**config.mk**
```make
export PLATFORM = sky130hd
export DESIGN_NAME = reg_read_stage_flat
export DESIGN_NICKNAME = d
export VERILOG_FILES = /design/src/rtl/reg_read_stage_pkg.sv /design/src/rtl/reg_read_stage_if.sv /design/src/rtl/reg_read_stage_bypass_resolve.sv /design/src/rtl/reg_read_stage.sv /design/src/flat_wrapper.sv
export SDC_FILE = /design/constraint.sdc
export NUM_CORES = 1
export LEC_CHECK = 0
export CELL_PAD_IN_SITES_DETAIL_PLACEMENT = 1
export CELL_PAD_IN_SITES_GLOBAL_PLACEMENT = 2
export CORE_AREA = 2 2 296 298
export CTS_BUF_LIST = sky130_fd_sc_hd__clkbuf_8
export DETAILED_ROUTE_END_ITERATION = 8
export DIE_AREA = 0 0 298 300
export HOLD_SLACK_MARGIN = 0.12
export PLACE_DENSITY = 0.73
export SYNTH_ARGS = -nofsm -noshare
export SYNTH_HDL_FRONTEND = slang
export SYNTH_HIERARCHICAL = 1
export SYNTH_SLANG_ARGS = --single-unit
```
**constraint.sdc**
```tcl
create_clock -name clk -period 4 [get_ports clk]
set_input_delay 0.8 -clock clk [delete_from_list [all_inputs] [get_ports clk]]
set_output_delay 0.8 -clock clk [all_outputs]
set_load 0.02 [all_outputs]
```
**src/rtl/reg_read_stage_pkg.sv**
```systemverilog
// Shared types and defaults for the register-read stage and its operand resolvers.
package reg_read_stage_pkg;

    localparam int DEF_XLEN   = 32;
    localparam int DEF_PREG_W = 6;
    localparam int ZERO_PREG  = 0;

    typedef enum logic [1:0] {
        REG_FILE,
        BYPASS,
        ZERO
    } operand_sel_e;

endpackage

```
**src/rtl/reg_read_stage_if.sv**
```systemverilog
// Issue, regfile, bypass and execute-side signals of the register-read stage.
interface reg_read_stage_if #(
    parameter int ISSUE_WIDTH = 2,
    parameter int NUM_BYPASS  = 4,
    parameter int PREG_W      = reg_read_stage_pkg::DEF_PREG_W,
    parameter int XLEN        = reg_read_stage_pkg::DEF_XLEN,
    parameter int UOP_W       = 64,
    parameter int CNT_W       = 32
);

    logic [ISSUE_WIDTH-1:0]          in_valid;
    logic [ISSUE_WIDTH-1:0]          in_ready;
    logic [ISSUE_WIDTH*PREG_W-1:0]   in_src1;
    logic [ISSUE_WIDTH*PREG_W-1:0]   in_src2;
    logic [ISSUE_WIDTH*UOP_W-1:0]    in_uop;
    logic [2*ISSUE_WIDTH*PREG_W-1:0] rf_raddr;
    logic [2*ISSUE_WIDTH*XLEN-1:0]   rf_rdata;
    logic [NUM_BYPASS-1:0]           byp_valid;
    logic [NUM_BYPASS*PREG_W-1:0]    byp_dst;
    logic [NUM_BYPASS*XLEN-1:0]      byp_data;
    logic                            flush;
    logic [ISSUE_WIDTH-1:0]          out_valid;
    logic [ISSUE_WIDTH-1:0]          out_ready;
    logic [ISSUE_WIDTH*XLEN-1:0]     out_src1_val;
    logic [ISSUE_WIDTH*XLEN-1:0]     out_src2_val;
    logic [ISSUE_WIDTH*UOP_W-1:0]    out_uop;
    logic [CNT_W-1:0]                perf_byp_hits;

    // The environment (issue, regfile, bypass network, execute) is the master.
    modport master (
        output in_valid, in_src1, in_src2, in_uop, rf_rdata,
               byp_valid, byp_dst, byp_data, flush, out_ready,
        input  in_ready, rf_raddr, out_valid, out_src1_val, out_src2_val,
               out_uop, perf_byp_hits
    );

    modport slave (
        input  in_valid, in_src1, in_src2, in_uop, rf_rdata,
               byp_valid, byp_dst, byp_data, flush, out_ready,
        output in_ready, rf_raddr, out_valid, out_src1_val, out_src2_val,
               out_uop, perf_byp_hits
    );

endinterface

```
**src/rtl/reg_read_stage_bypass_resolve.sv**
```systemverilog
// Resolves one source operand: preg 0 reads as zero, else lowest-index bypass hit, else regfile.
module reg_read_stage_bypass_resolve
    import reg_read_stage_pkg::*;
#(
    parameter int PREG_W     = DEF_PREG_W,
    parameter int XLEN       = DEF_XLEN,
    parameter int NUM_BYPASS = 4
) (
    input  logic [PREG_W-1:0]            src,
    input  logic [XLEN-1:0]              rf_val,
    input  logic [NUM_BYPASS-1:0]        byp_valid,
    input  logic [NUM_BYPASS*PREG_W-1:0] byp_dst,
    input  logic [NUM_BYPASS*XLEN-1:0]   byp_data,
    output logic [XLEN-1:0]              val,
    output logic                         hit
);

    operand_sel_e    sel;
    logic [XLEN-1:0] byp_val;

    // Scan from oldest to youngest so the lowest matching index is written last.
    always_comb begin
        sel     = REG_FILE;
        byp_val = '0;
        if (src == PREG_W'(ZERO_PREG)) begin
            sel = ZERO;
        end else begin
            for (int k = NUM_BYPASS - 1; k >= 0; k--) begin
                if (byp_valid[k] && (byp_dst[k*PREG_W +: PREG_W] == src)) begin
                    sel     = BYPASS;
                    byp_val = byp_data[k*XLEN +: XLEN];
                end
            end
        end
    end

    always_comb begin
        case (sel)
            ZERO:    val = '0;
            BYPASS:  val = byp_val;
            default: val = rf_val;
        endcase
    end

    assign hit = (sel == BYPASS);

endmodule

```
**src/rtl/reg_read_stage.sv**
```systemverilog
// Register-read pipeline stage: per-lane operand resolution, output registers with
// valid/ready/flush, and a saturating bypass-hit counter.
module reg_read_stage
    import reg_read_stage_pkg::*;
#(
    parameter int ISSUE_WIDTH = 2,
    parameter int NUM_BYPASS  = 4,
    parameter int PREG_W      = DEF_PREG_W,
    parameter int XLEN        = DEF_XLEN,
    parameter int UOP_W       = 64,
    parameter int CNT_W       = 32
) (
    input logic             clk,
    input logic             rst,
    reg_read_stage_if.slave bus
);

    localparam int NSRC  = 2 * ISSUE_WIDTH;
    localparam int SUM_W = CNT_W + 1;

    logic [NSRC*PREG_W-1:0]       raddr;
    logic [NSRC*XLEN-1:0]         res_val;
    logic [NSRC-1:0]              res_hit;
    logic [ISSUE_WIDTH-1:0]       capture;
    logic [ISSUE_WIDTH-1:0]       out_valid_q;
    logic [ISSUE_WIDTH*XLEN-1:0]  src1_q;
    logic [ISSUE_WIDTH*XLEN-1:0]  src2_q;
    logic [ISSUE_WIDTH*UOP_W-1:0] uop_q;
    logic [CNT_W-1:0]             perf_q;
    logic [CNT_W-1:0]             perf_next;
    logic [SUM_W-1:0]             hit_cnt;
    logic [SUM_W-1:0]             perf_sum;

    // Read port 2i carries lane i's src1 and port 2i+1 its src2.
    always_comb begin
        raddr = '0;
        for (int i = 0; i < ISSUE_WIDTH; i++) begin
            raddr[(2*i)*PREG_W   +: PREG_W] = bus.in_src1[i*PREG_W +: PREG_W];
            raddr[(2*i+1)*PREG_W +: PREG_W] = bus.in_src2[i*PREG_W +: PREG_W];
        end
    end

    for (genvar j = 0; j < NSRC; j++) begin : g_resolve
        reg_read_stage_bypass_resolve #(
            .PREG_W     (PREG_W),
            .XLEN       (XLEN),
            .NUM_BYPASS (NUM_BYPASS)
        ) u_resolve (
            .src       (raddr[j*PREG_W +: PREG_W]),
            .rf_val    (bus.rf_rdata[j*XLEN +: XLEN]),
            .byp_valid (bus.byp_valid),
            .byp_dst   (bus.byp_dst),
            .byp_data  (bus.byp_data),
            .val       (res_val[j*XLEN +: XLEN]),
            .hit       (res_hit[j])
        );
    end

    // in_ready deliberately ignores flush so it has no combinational path from it.
    assign capture = bus.in_valid & bus.in_ready;

    always_comb begin
        hit_cnt = '0;
        for (int i = 0; i < ISSUE_WIDTH; i++) begin
            if (capture[i] && !bus.flush) begin
                hit_cnt = hit_cnt + SUM_W'(res_hit[2*i]) + SUM_W'(res_hit[2*i+1]);
            end
        end
        perf_sum  = {1'b0, perf_q} + hit_cnt;
        perf_next = perf_sum[CNT_W] ? '1 : perf_sum[CNT_W-1:0];
    end

    // Flush beats capture and held entries; a stalled lane keeps its data untouched.
    always_ff @(posedge clk or negedge rst) begin
        if (!rst) begin
            out_valid_q <= '0;
            src1_q      <= '0;
            src2_q      <= '0;
            uop_q       <= '0;
            perf_q      <= '0;
        end else begin
            perf_q <= perf_next;
            for (int i = 0; i < ISSUE_WIDTH; i++) begin
                if (bus.flush) begin
                    out_valid_q[i] <= 1'b0;
                end else if (capture[i]) begin
                    out_valid_q[i]            <= 1'b1;
                    src1_q[i*XLEN +: XLEN]    <= res_val[(2*i)*XLEN +: XLEN];
                    src2_q[i*XLEN +: XLEN]    <= res_val[(2*i+1)*XLEN +: XLEN];
                    uop_q[i*UOP_W +: UOP_W]   <= bus.in_uop[i*UOP_W +: UOP_W];
                end else if (bus.out_ready[i]) begin
                    out_valid_q[i] <= 1'b0;
                end
            end
        end
    end

    assign bus.rf_raddr      = raddr;
    assign bus.in_ready      = ~out_valid_q | bus.out_ready;
    assign bus.out_valid     = out_valid_q;
    assign bus.out_src1_val  = src1_q;
    assign bus.out_src2_val  = src2_q;
    assign bus.out_uop       = uop_q;
    assign bus.perf_byp_hits = perf_q;

endmodule

```
**src/flat_wrapper.sv**
```systemverilog
// flat-port wrapper written by rule: the top's interface ports become plain ports
module reg_read_stage_flat import reg_read_stage_pkg::*;
#(
    parameter int ISSUE_WIDTH = 2,
    parameter int NUM_BYPASS  = 4,
    parameter int PREG_W      = DEF_PREG_W,
    parameter int XLEN        = DEF_XLEN,
    parameter int UOP_W       = 64,
    parameter int CNT_W       = 32
)
  (clk, rst, bus_in_valid, bus_in_src1, bus_in_src2, bus_in_uop, bus_rf_rdata, bus_byp_valid, bus_byp_dst, bus_byp_data, bus_flush, bus_out_ready, bus_in_ready, bus_rf_raddr, bus_out_valid, bus_out_src1_val, bus_out_src2_val, bus_out_uop, bus_perf_byp_hits);
  reg_read_stage_if #(.ISSUE_WIDTH(ISSUE_WIDTH), .NUM_BYPASS(NUM_BYPASS), .PREG_W(PREG_W), .XLEN(XLEN), .UOP_W(UOP_W), .CNT_W(CNT_W)) bus_i ();
  input logic clk;
  input logic rst;
  input wire logic [$bits(bus_i.in_valid)-1:0] bus_in_valid;
  input wire logic [$bits(bus_i.in_src1)-1:0] bus_in_src1;
  input wire logic [$bits(bus_i.in_src2)-1:0] bus_in_src2;
  input wire logic [$bits(bus_i.in_uop)-1:0] bus_in_uop;
  input wire logic [$bits(bus_i.rf_rdata)-1:0] bus_rf_rdata;
  input wire logic [$bits(bus_i.byp_valid)-1:0] bus_byp_valid;
  input wire logic [$bits(bus_i.byp_dst)-1:0] bus_byp_dst;
  input wire logic [$bits(bus_i.byp_data)-1:0] bus_byp_data;
  input wire logic [$bits(bus_i.flush)-1:0] bus_flush;
  input wire logic [$bits(bus_i.out_ready)-1:0] bus_out_ready;
  output wire logic [$bits(bus_i.in_ready)-1:0] bus_in_ready;
  output wire logic [$bits(bus_i.rf_raddr)-1:0] bus_rf_raddr;
  output wire logic [$bits(bus_i.out_valid)-1:0] bus_out_valid;
  output wire logic [$bits(bus_i.out_src1_val)-1:0] bus_out_src1_val;
  output wire logic [$bits(bus_i.out_src2_val)-1:0] bus_out_src2_val;
  output wire logic [$bits(bus_i.out_uop)-1:0] bus_out_uop;
  output wire logic [$bits(bus_i.perf_byp_hits)-1:0] bus_perf_byp_hits;
  assign bus_i.in_valid = bus_in_valid;
  assign bus_i.in_src1 = bus_in_src1;
  assign bus_i.in_src2 = bus_in_src2;
  assign bus_i.in_uop = bus_in_uop;
  assign bus_i.rf_rdata = bus_rf_rdata;
  assign bus_i.byp_valid = bus_byp_valid;
  assign bus_i.byp_dst = bus_byp_dst;
  assign bus_i.byp_data = bus_byp_data;
  assign bus_i.flush = bus_flush;
  assign bus_i.out_ready = bus_out_ready;
  assign bus_in_ready = bus_i.in_ready;
  assign bus_rf_raddr = bus_i.rf_raddr;
  assign bus_out_valid = bus_i.out_valid;
  assign bus_out_src1_val = bus_i.out_src1_val;
  assign bus_out_src2_val = bus_i.out_src2_val;
  assign bus_out_uop = bus_i.out_uop;
  assign bus_perf_byp_hits = bus_i.perf_byp_hits;
  reg_read_stage #(.ISSUE_WIDTH(ISSUE_WIDTH), .NUM_BYPASS(NUM_BYPASS), .PREG_W(PREG_W), .XLEN(XLEN), .UOP_W(UOP_W), .CNT_W(CNT_W)) u_core (.clk(clk), .rst(rst), .bus(bus_i));
endmodule
```
==> results.md, run 1 <==
- Status: complete, but fails checks
- Violated checks: setup timing
- IO Pins: between 700 and 800
- Synthesis-to-layout area growth: 67.6%
- Post-synth top area share: 0.398
- CP bufs+invs: 7
- NetSw: approximately 3.7 mW
- Maximum root-to-sink buffer count: 3
- Core area: between 0.08 and 0.09 mm²
- Syn Area/Cell: around 11 µm²
- Post-synthesis register bit count: between 200 and 300
- Non-filler cells, final: 3783
- Slew Limit Fails: 0
- Min-delay worst type: in2async
- Sequential-to-total area share from yosys stat: 0.398
- DRC Markers: 0
- Final wirelength: 106000 µm
- Proportion of layout cells with a drive suffix above 1: 0.341
- Worst-skew pair later-pin latency: between 600 and 700 ps
- Cell Area, Synth: approximately 0.018 mm²
- CP Data Required Time: roughly 4600 ps
- Die height: ~300 µm
- Pwr/cell area: 360 mW/mm²
- Final #Nets: 3027
- Unrepaired setup endpoints after global routing: true
- CTS Root Cell: clkbuf_8
- Die ar.: approximately 0.089 mm²
- CTS tree: built
- Worst-Margin Slew: 1080 ps
- Initial drt markers: approximately 1300
- Fill cell total of the finished layout: 9682
- Final Hold Vio Count: 0
- Int Power: 7.30 mW
- Largest net degree at the start of global routing: between 100 and 150
- Via-to-Cell Ratio: 5.00
- CP most frequent cell: inv_2
- Post-DP HPWL: roughly 76000 µm
- Family with the most delay on the worst path: simple AND/OR/NAND/NOR gates
- Ys Warns: 6
- Seq pwr share: 0.339
- Max-cap violations: 0
- Fin Clk Skew: between 30 and 40 ps
- Primary FF master, synth: dfrtp_1
- CP Class: in2reg
- DRT Pass-1 Iters: 7
- Clock power share: 0.315
- CP Launch Type: primary input
- Slew Limit Headroom: 0.278
- Leading area contributor after synthesis: dfrtp_1
- Worst stage delay on the critical path: approximately 420 ps
- Gate power share: 0.346
- Synth area leaders: dfrtp_1, mux2_2, o31ai_2
- Register-to-register setup slack: between 400 and 500 ps
- Final period utilization: 1.06
- Peak VDD IR: 0.251 mV
- Vias post-DR: ~19000
- Net Sw Frac: 0.336
- Crit Path Max Fanout: 8
- GRT Overall Usage: 0.228
- Arrival @ worst endpoint: 4810 ps
- Cts bufs inserted: 60
- Fmax: around 240 MHz
- H-tree depth: 2
- Overflow after GRT: 0
- Initial core utilization: 0.212
- Yosys cell types: 53
- Reg clk slew, reported paths: about 60 ps
- Final setup vio count: 31
- PortBufs: ~760
- Fraction of registers with async set/reset: 1.00
- Initial antenna violation count: 13
- Hold Buf Count CTS: 0
- Dpl cells: around 3600
- WL/cell: 28.1 µm
- DRT antenna net count: 0
- Wire length of the first global-routing pass: ~150000 µm
- Clock sinks: 290
- CP max stage cell: a211o_4
- Hold_ws: 157 ps
- Rows: around 110
- Placer Congestion: 0.906
- Vias in the first global route: around 21000
- Synthesized instance count: roughly 1700
- CP endpoint kind: flip-flop
- Fin crit period: 4230 ps
- Final setup margin: -226 ps
- Syn Nets: approximately 2200
- Leak: 12.3 nW
- EDFF count, synth: 0
- Cell breakdown of the critical path: dlygate4sd2_1 > buf_4 > xor2_1 > nor4_4 > nor3_4 > or2_4 > inv_2 > inv_2 > fa_2 > inv_2 > ha_4 > nand2b_4 > buf_6 > o21a_1 > fa_2 > nand2b_4 > a211o_4 > buf_4 > nor3_4 > mux2_4
- Die width: 298 µm
## layer usage
metal / routed length (µm) / global-route usage
met4: 4510 / 0.0878
met1: 42500 / 0.275
met3: 7420 / 0.0554
met2: 51900 / 0.391
met5: 98 / 0
## per-stage QoR
| stage | utilization | setup slack, ps | instance area [µm²] | total power, mW | TNS, ps |
|---|---|---|---|---|---|
| after floorplan | - | -1090 | 18300 | 5.30 | -29830 |
| after global placement | 0.324 | -1640 | 27900 | 7.42 | -45710 |
| after detailed placement | 0.324 | -1690 | 27900 | 7.49 | -47270 |
| after CTS | 0.350 | -121 | 30200 | 11.1 | -1040 |
| after global routing | 0.354 | -263 | 30600 | 11.5 | -6030 |
| final | 0.354 | -226 | 30600 | 11.0 | -3590 |
## logic make-up after synthesis
family | synth area share
flops | 0.398
buf+inv | 0.0588
compound gates | 0.212
fa+ha+maj | 0.00563
xor+xnor | 0.0523
simple gates | 0.109
mux | 0.164
## registers in the layout (all words and copies together) (netlist names)
| register | flops |
|---|---|
| u_core/bus.out_valid | 2 |
| u_core/bus.perf_byp_hits | 32 |
| u_core/bus.out_uop | 128 |
| u_core/bus.out_src1_val | 64 |
| u_core/bus.out_src2_val | 64 |
## cell usage in the layout, fill, tap and decap left out, drive strengths merged, types with 88 or more instances in the layout
| cell type | count |
|---|---|
| a21oi | 136 |
| a221o | 128 |
| buf | 261 |
| clkbuf | 88 |
| clkdlybuf4s50 | 705 |
| dfrtp | 290 |
| mux2 | 265 |
| nand2 | 146 |
| nor2 | 139 |
| o31ai | 135 |
## cell usage after synthesis, types with 6 or more instances
library cell and number:
dfrtp_1 290, mux2_2 261, nand2_1 146, nor2_1 139, a21oi_1 136, a221o_1 128, o31ai_2 116, clkbuf_1 72
buf_2 56, xnor2_1 55, xor2_1 39, buf_4 28, buf_6 21, nand3_1 19, o31ai_1 19, nor3_1 17
inv_1 14, nand4_1 13, or4_1 12, o21ai_0 11, nor4_4 8, xnor2_2 8, nor2b_1 7, nor4_1 7
a31oi_1 6
## power groups by stage
stage	Sequential (mW)	Combinational [mW]	Clock (mW)
floorplan	4.33	0.972	0
global placement	3.75	3.67	0
detailed placement	3.77	3.72	0
CTS	3.73	3.79	3.60
global route	3.80	3.97	3.72
finish	3.73	3.80	3.47
## what timing repair did
item                                    CTS  global route
buffers inserted                         62            14
gates cloned                              1             0
pin swaps                                70            37
resized for setup                       265            64
endpoints found under the setup margin   32            32
## path summary, 6_finish.rpt
kind / from / to / depth (start not counted)
hold / removal: rst / u_core/bus.out_src1_val[30] / 1
max in group asynchronous: rst / u_core/bus.out_uop[87] / 2
hold reg to reg: u_core/bus.out_src2_val[16] / u_core/bus.out_src2_val[16] / 1
min in group clk: u_core/bus.out_src2_val[16] / u_core/bus.out_src2_val[16] / 1
setup reg to reg: u_core/bus.out_valid[0] / u_core/bus.perf_byp_hits[18] / 16
setup / recovery: bus_byp_dst[0] / u_core/bus.perf_byp_hits[18] / 20
## cell type report
cell class | instances | area, µm² | area share
tap | 1155 | 1450 | 0.0473
timing repair buffer | 992 | 9720 | 0.318
sequential | 290 | 7260 | 0.237
clock buffer | 81 | 1110 | 0.0365
clock inverter | 28 | 204 | 0.00667
inverter | 18 | 70.1 | 0.00229
antenna | 4 | 10.0 | 0.000328
multi-input combinational | 1215 | 10700 | 0.352
No activity file was read; power rests on OpenSTA's default activity.
==> inputs of run 2 (changes only) <==
HOLD_SLACK_MARGIN = not set   (was 0.12)
MAX_ROUTING_LAYER = met4   (was not set)
PLACE_DENSITY = not set   (was 0.73)
PLACE_DENSITY_LB_ADDON = 0.25   (was not set)
==> run 2 against run 1 <==
Effect of this change:
- the flow still finishes with violations (setup timing)
- sequential cell count is the same
- worst setup slack got worse by 120 ps
- non-clock buffer count is 15 lower
- first-iteration DRC count is 22% lower
- combinational power decreased by 1%
- wire length increased by 0.99%
- clock power fell by 5%
==> results.md, run 2 (same netlist as run 1, synthesis figures left out) <==
- Status: complete, but fails checks
- Violated checks: setup timing
- GRT Overall Usage: 0.239
- Final setup margin: -343 ps
- CP Launch Type: primary input
- Placer Congestion: approximately 0.9
- Family with the most delay on the worst path: simple AND/OR/NAND/NOR gates
- CP max stage cell: fa_2
- Dpl cells: 3585
- Reg clk slew, reported paths: ~60 ps
- Worst-skew pair later-pin latency: a little under 700 ps
- Maximum root-to-sink buffer count: 3
- Fin Clk Skew: 45.8 ps
- Slew Limit Headroom: 0.207
- Initial antenna violation count: 26
- Initial core utilization: 0.212
- Vias in the first global route: about 21000
- Vias post-DR: ~19000
- WL/cell: 28.4 µm
- Pwr/cell area: 360 mW/mm²
- CP Class: in2reg
- Area after DPL: around 0.028 mm²
- Cell breakdown of the critical path: dlygate4sd2_1 > xor2_1 > nor4_4 > nor3_2 > or2_4 > inv_2 > ha_4 > nand2_2 > fa_2 > o31ai_2 > ha_2 > inv_2 > fa_2 > nand2b_4 > a211o_4 > buf_12 > nor4_4 > mux2_4
- Unrepaired setup endpoints after global routing: true
- Min-delay worst type: in2async
- Fill cell total of the finished layout: 9681
- CTS tree: built
- PortBufs: approximately 760
- Final setup vio count: 36
- Arrival @ worst endpoint: between 4000 and 5000 ps
- Slew Limit Fails: 0
- DRT antenna net count: 0
- Cts bufs inserted: around 60
- Proportion of layout cells with a drive suffix above 1: 0.322
- CP Data Required Time: between 4000 and 5000 ps
- Wire length of the first global-routing pass: between 150000 and 200000 µm
- Commonest non-fill, non-tap cell in the layout: clkdlybuf4s50_1
- Die height: around 300 µm
- Post-DP HPWL: approximately 76000 µm
- Register-to-register setup slack: ~260 ps
- Largest register FFs: between 100 and 150
- Clock sinks: 290
- Fin crit period: between 4000 and 5000 ps
- Commonest cells after routing, fill and taps aside: clkdlybuf4s50_1, dfrtp_1, mux2_2
- Rows: between 100 and 150
- Final core utilization: 0.348
- Core area: 0.0862 mm²
- CP endpoint kind: flip-flop
- Leak: between 10 and 15 nW
- Worst stage delay on the critical path: around 440 ps
- IO Pins: approximately 760
- Crit Path Max Fanout: 5
- DRT Pass-1 Iters: 5
- Fmax: 230 MHz
- H-tree depth: 2
- Final wirelength: 107000 µm
- Hold_ws: between 100 and 150 ps
- Die ar.: about 0.089 mm²
- Multi-input logic area: approximately 0.010 mm²
- Initial drt markers: around 1000
- Final period utilization: 1.09
- Final #Nets: ~3000
- Overflow after GRT: 0
- Final Hold Vio Count: 0
- Final non-filler cell area: 0.0300 mm²
- DRC Markers: 0
- Total power: approximately 11 mW
- CP bufs+invs: 4
- Seq. cell area: between 0.007 and 0.008 mm²
- Non-filler cells, final: around 3800
- Synthesis-to-layout area growth: 64.4%
- Worst-Margin Slew: approximately 1200 ps
- Max-cap violations: 0
- Peak VDD IR: roughly 0.24 mV
- Via-to-Cell Ratio: roughly 5
- Largest net degree at the start of global routing: approximately 130
- Die width: ~300 µm
- CTS Root Cell: clkbuf_8
run 2: cell count changes in the layout (fill, tap and decap cells not counted), moves of 5 or more:
cell,delta
buf_12,-19
buf_2,-6
clkbuf_8,-5
clkdlybuf4s15_1,+5
clkdlybuf4s15_2,-6
diode_2,+21
dlygate4sd2_1,+11
inv_1,+9
xnor2_2,+7
run 2: routing by layer:
metal,global-route usage,up-vias,routed length [µm]
met2,0.401,821,53600
met4,0.0876,0,3510
met5,-,-,0
met3,0.0660,209,7770
li1,-,8071,-
met1,0.272,9663,42500
run 2: repair_timing:
action,4_1_cts,5_1_grt
resized for setup,234,22
endpoints found under the setup margin,32,33
gates cloned,3,0
setup buffers,62,6
pin swaps,62,11
hold buffers,0,0
run 2: path summary, 6_finish.rpt:
kind / from / to / cells after the start
max in group asynchronous: rst / u_core/bus.out_src1_val[9] / 2
worst max-delay path: bus_byp_dst[21] / u_core/bus.perf_byp_hits[26] / 18
worst min register to register: u_core/bus.out_src1_val[31] / u_core/bus.out_src1_val[31] / 1
worst min-delay path: rst / u_core/bus.out_src1_val[2] / 1
worst max register to register: u_core/bus.out_valid[0] / u_core/bus.perf_byp_hits[17] / 14
min in group clk: u_core/bus.out_src1_val[31] / u_core/bus.out_src1_val[31] / 1
run 2: power by group:
part	switching, mW	leakage [nW]	internal, mW
combinational	1.84	7.87	1.92
clock	1.52	0.723	1.78
sequential	0.313	3.49	3.43
total	3.67	12.1	7.12
run 2: layout make-up:
cell class	instances	share of cell area
clock inverters	33	0.00635
inverters	18	0.00234
clock buffers	76	0.0349
well taps	1155	0.0482
diodes	25	0.00209
multi-input cells	1215	0.350
flip-flops and latches	290	0.242
repair buffers	977	0.314
run 2: stage by stage:
| stage | setup TNS, ps | setup slack [ps] |
|---|---|---|
| 2_1_floorplan | -29830 | -1090 |
| 3_3_place_gp | -44020 | -1610 |
| 3_5_place_dp | -46230 | -1680 |
| 4_1_cts | -2600 | -204 |
| 5_1_grt | -9540 | -386 |
| 6_report | -7890 | -343 |
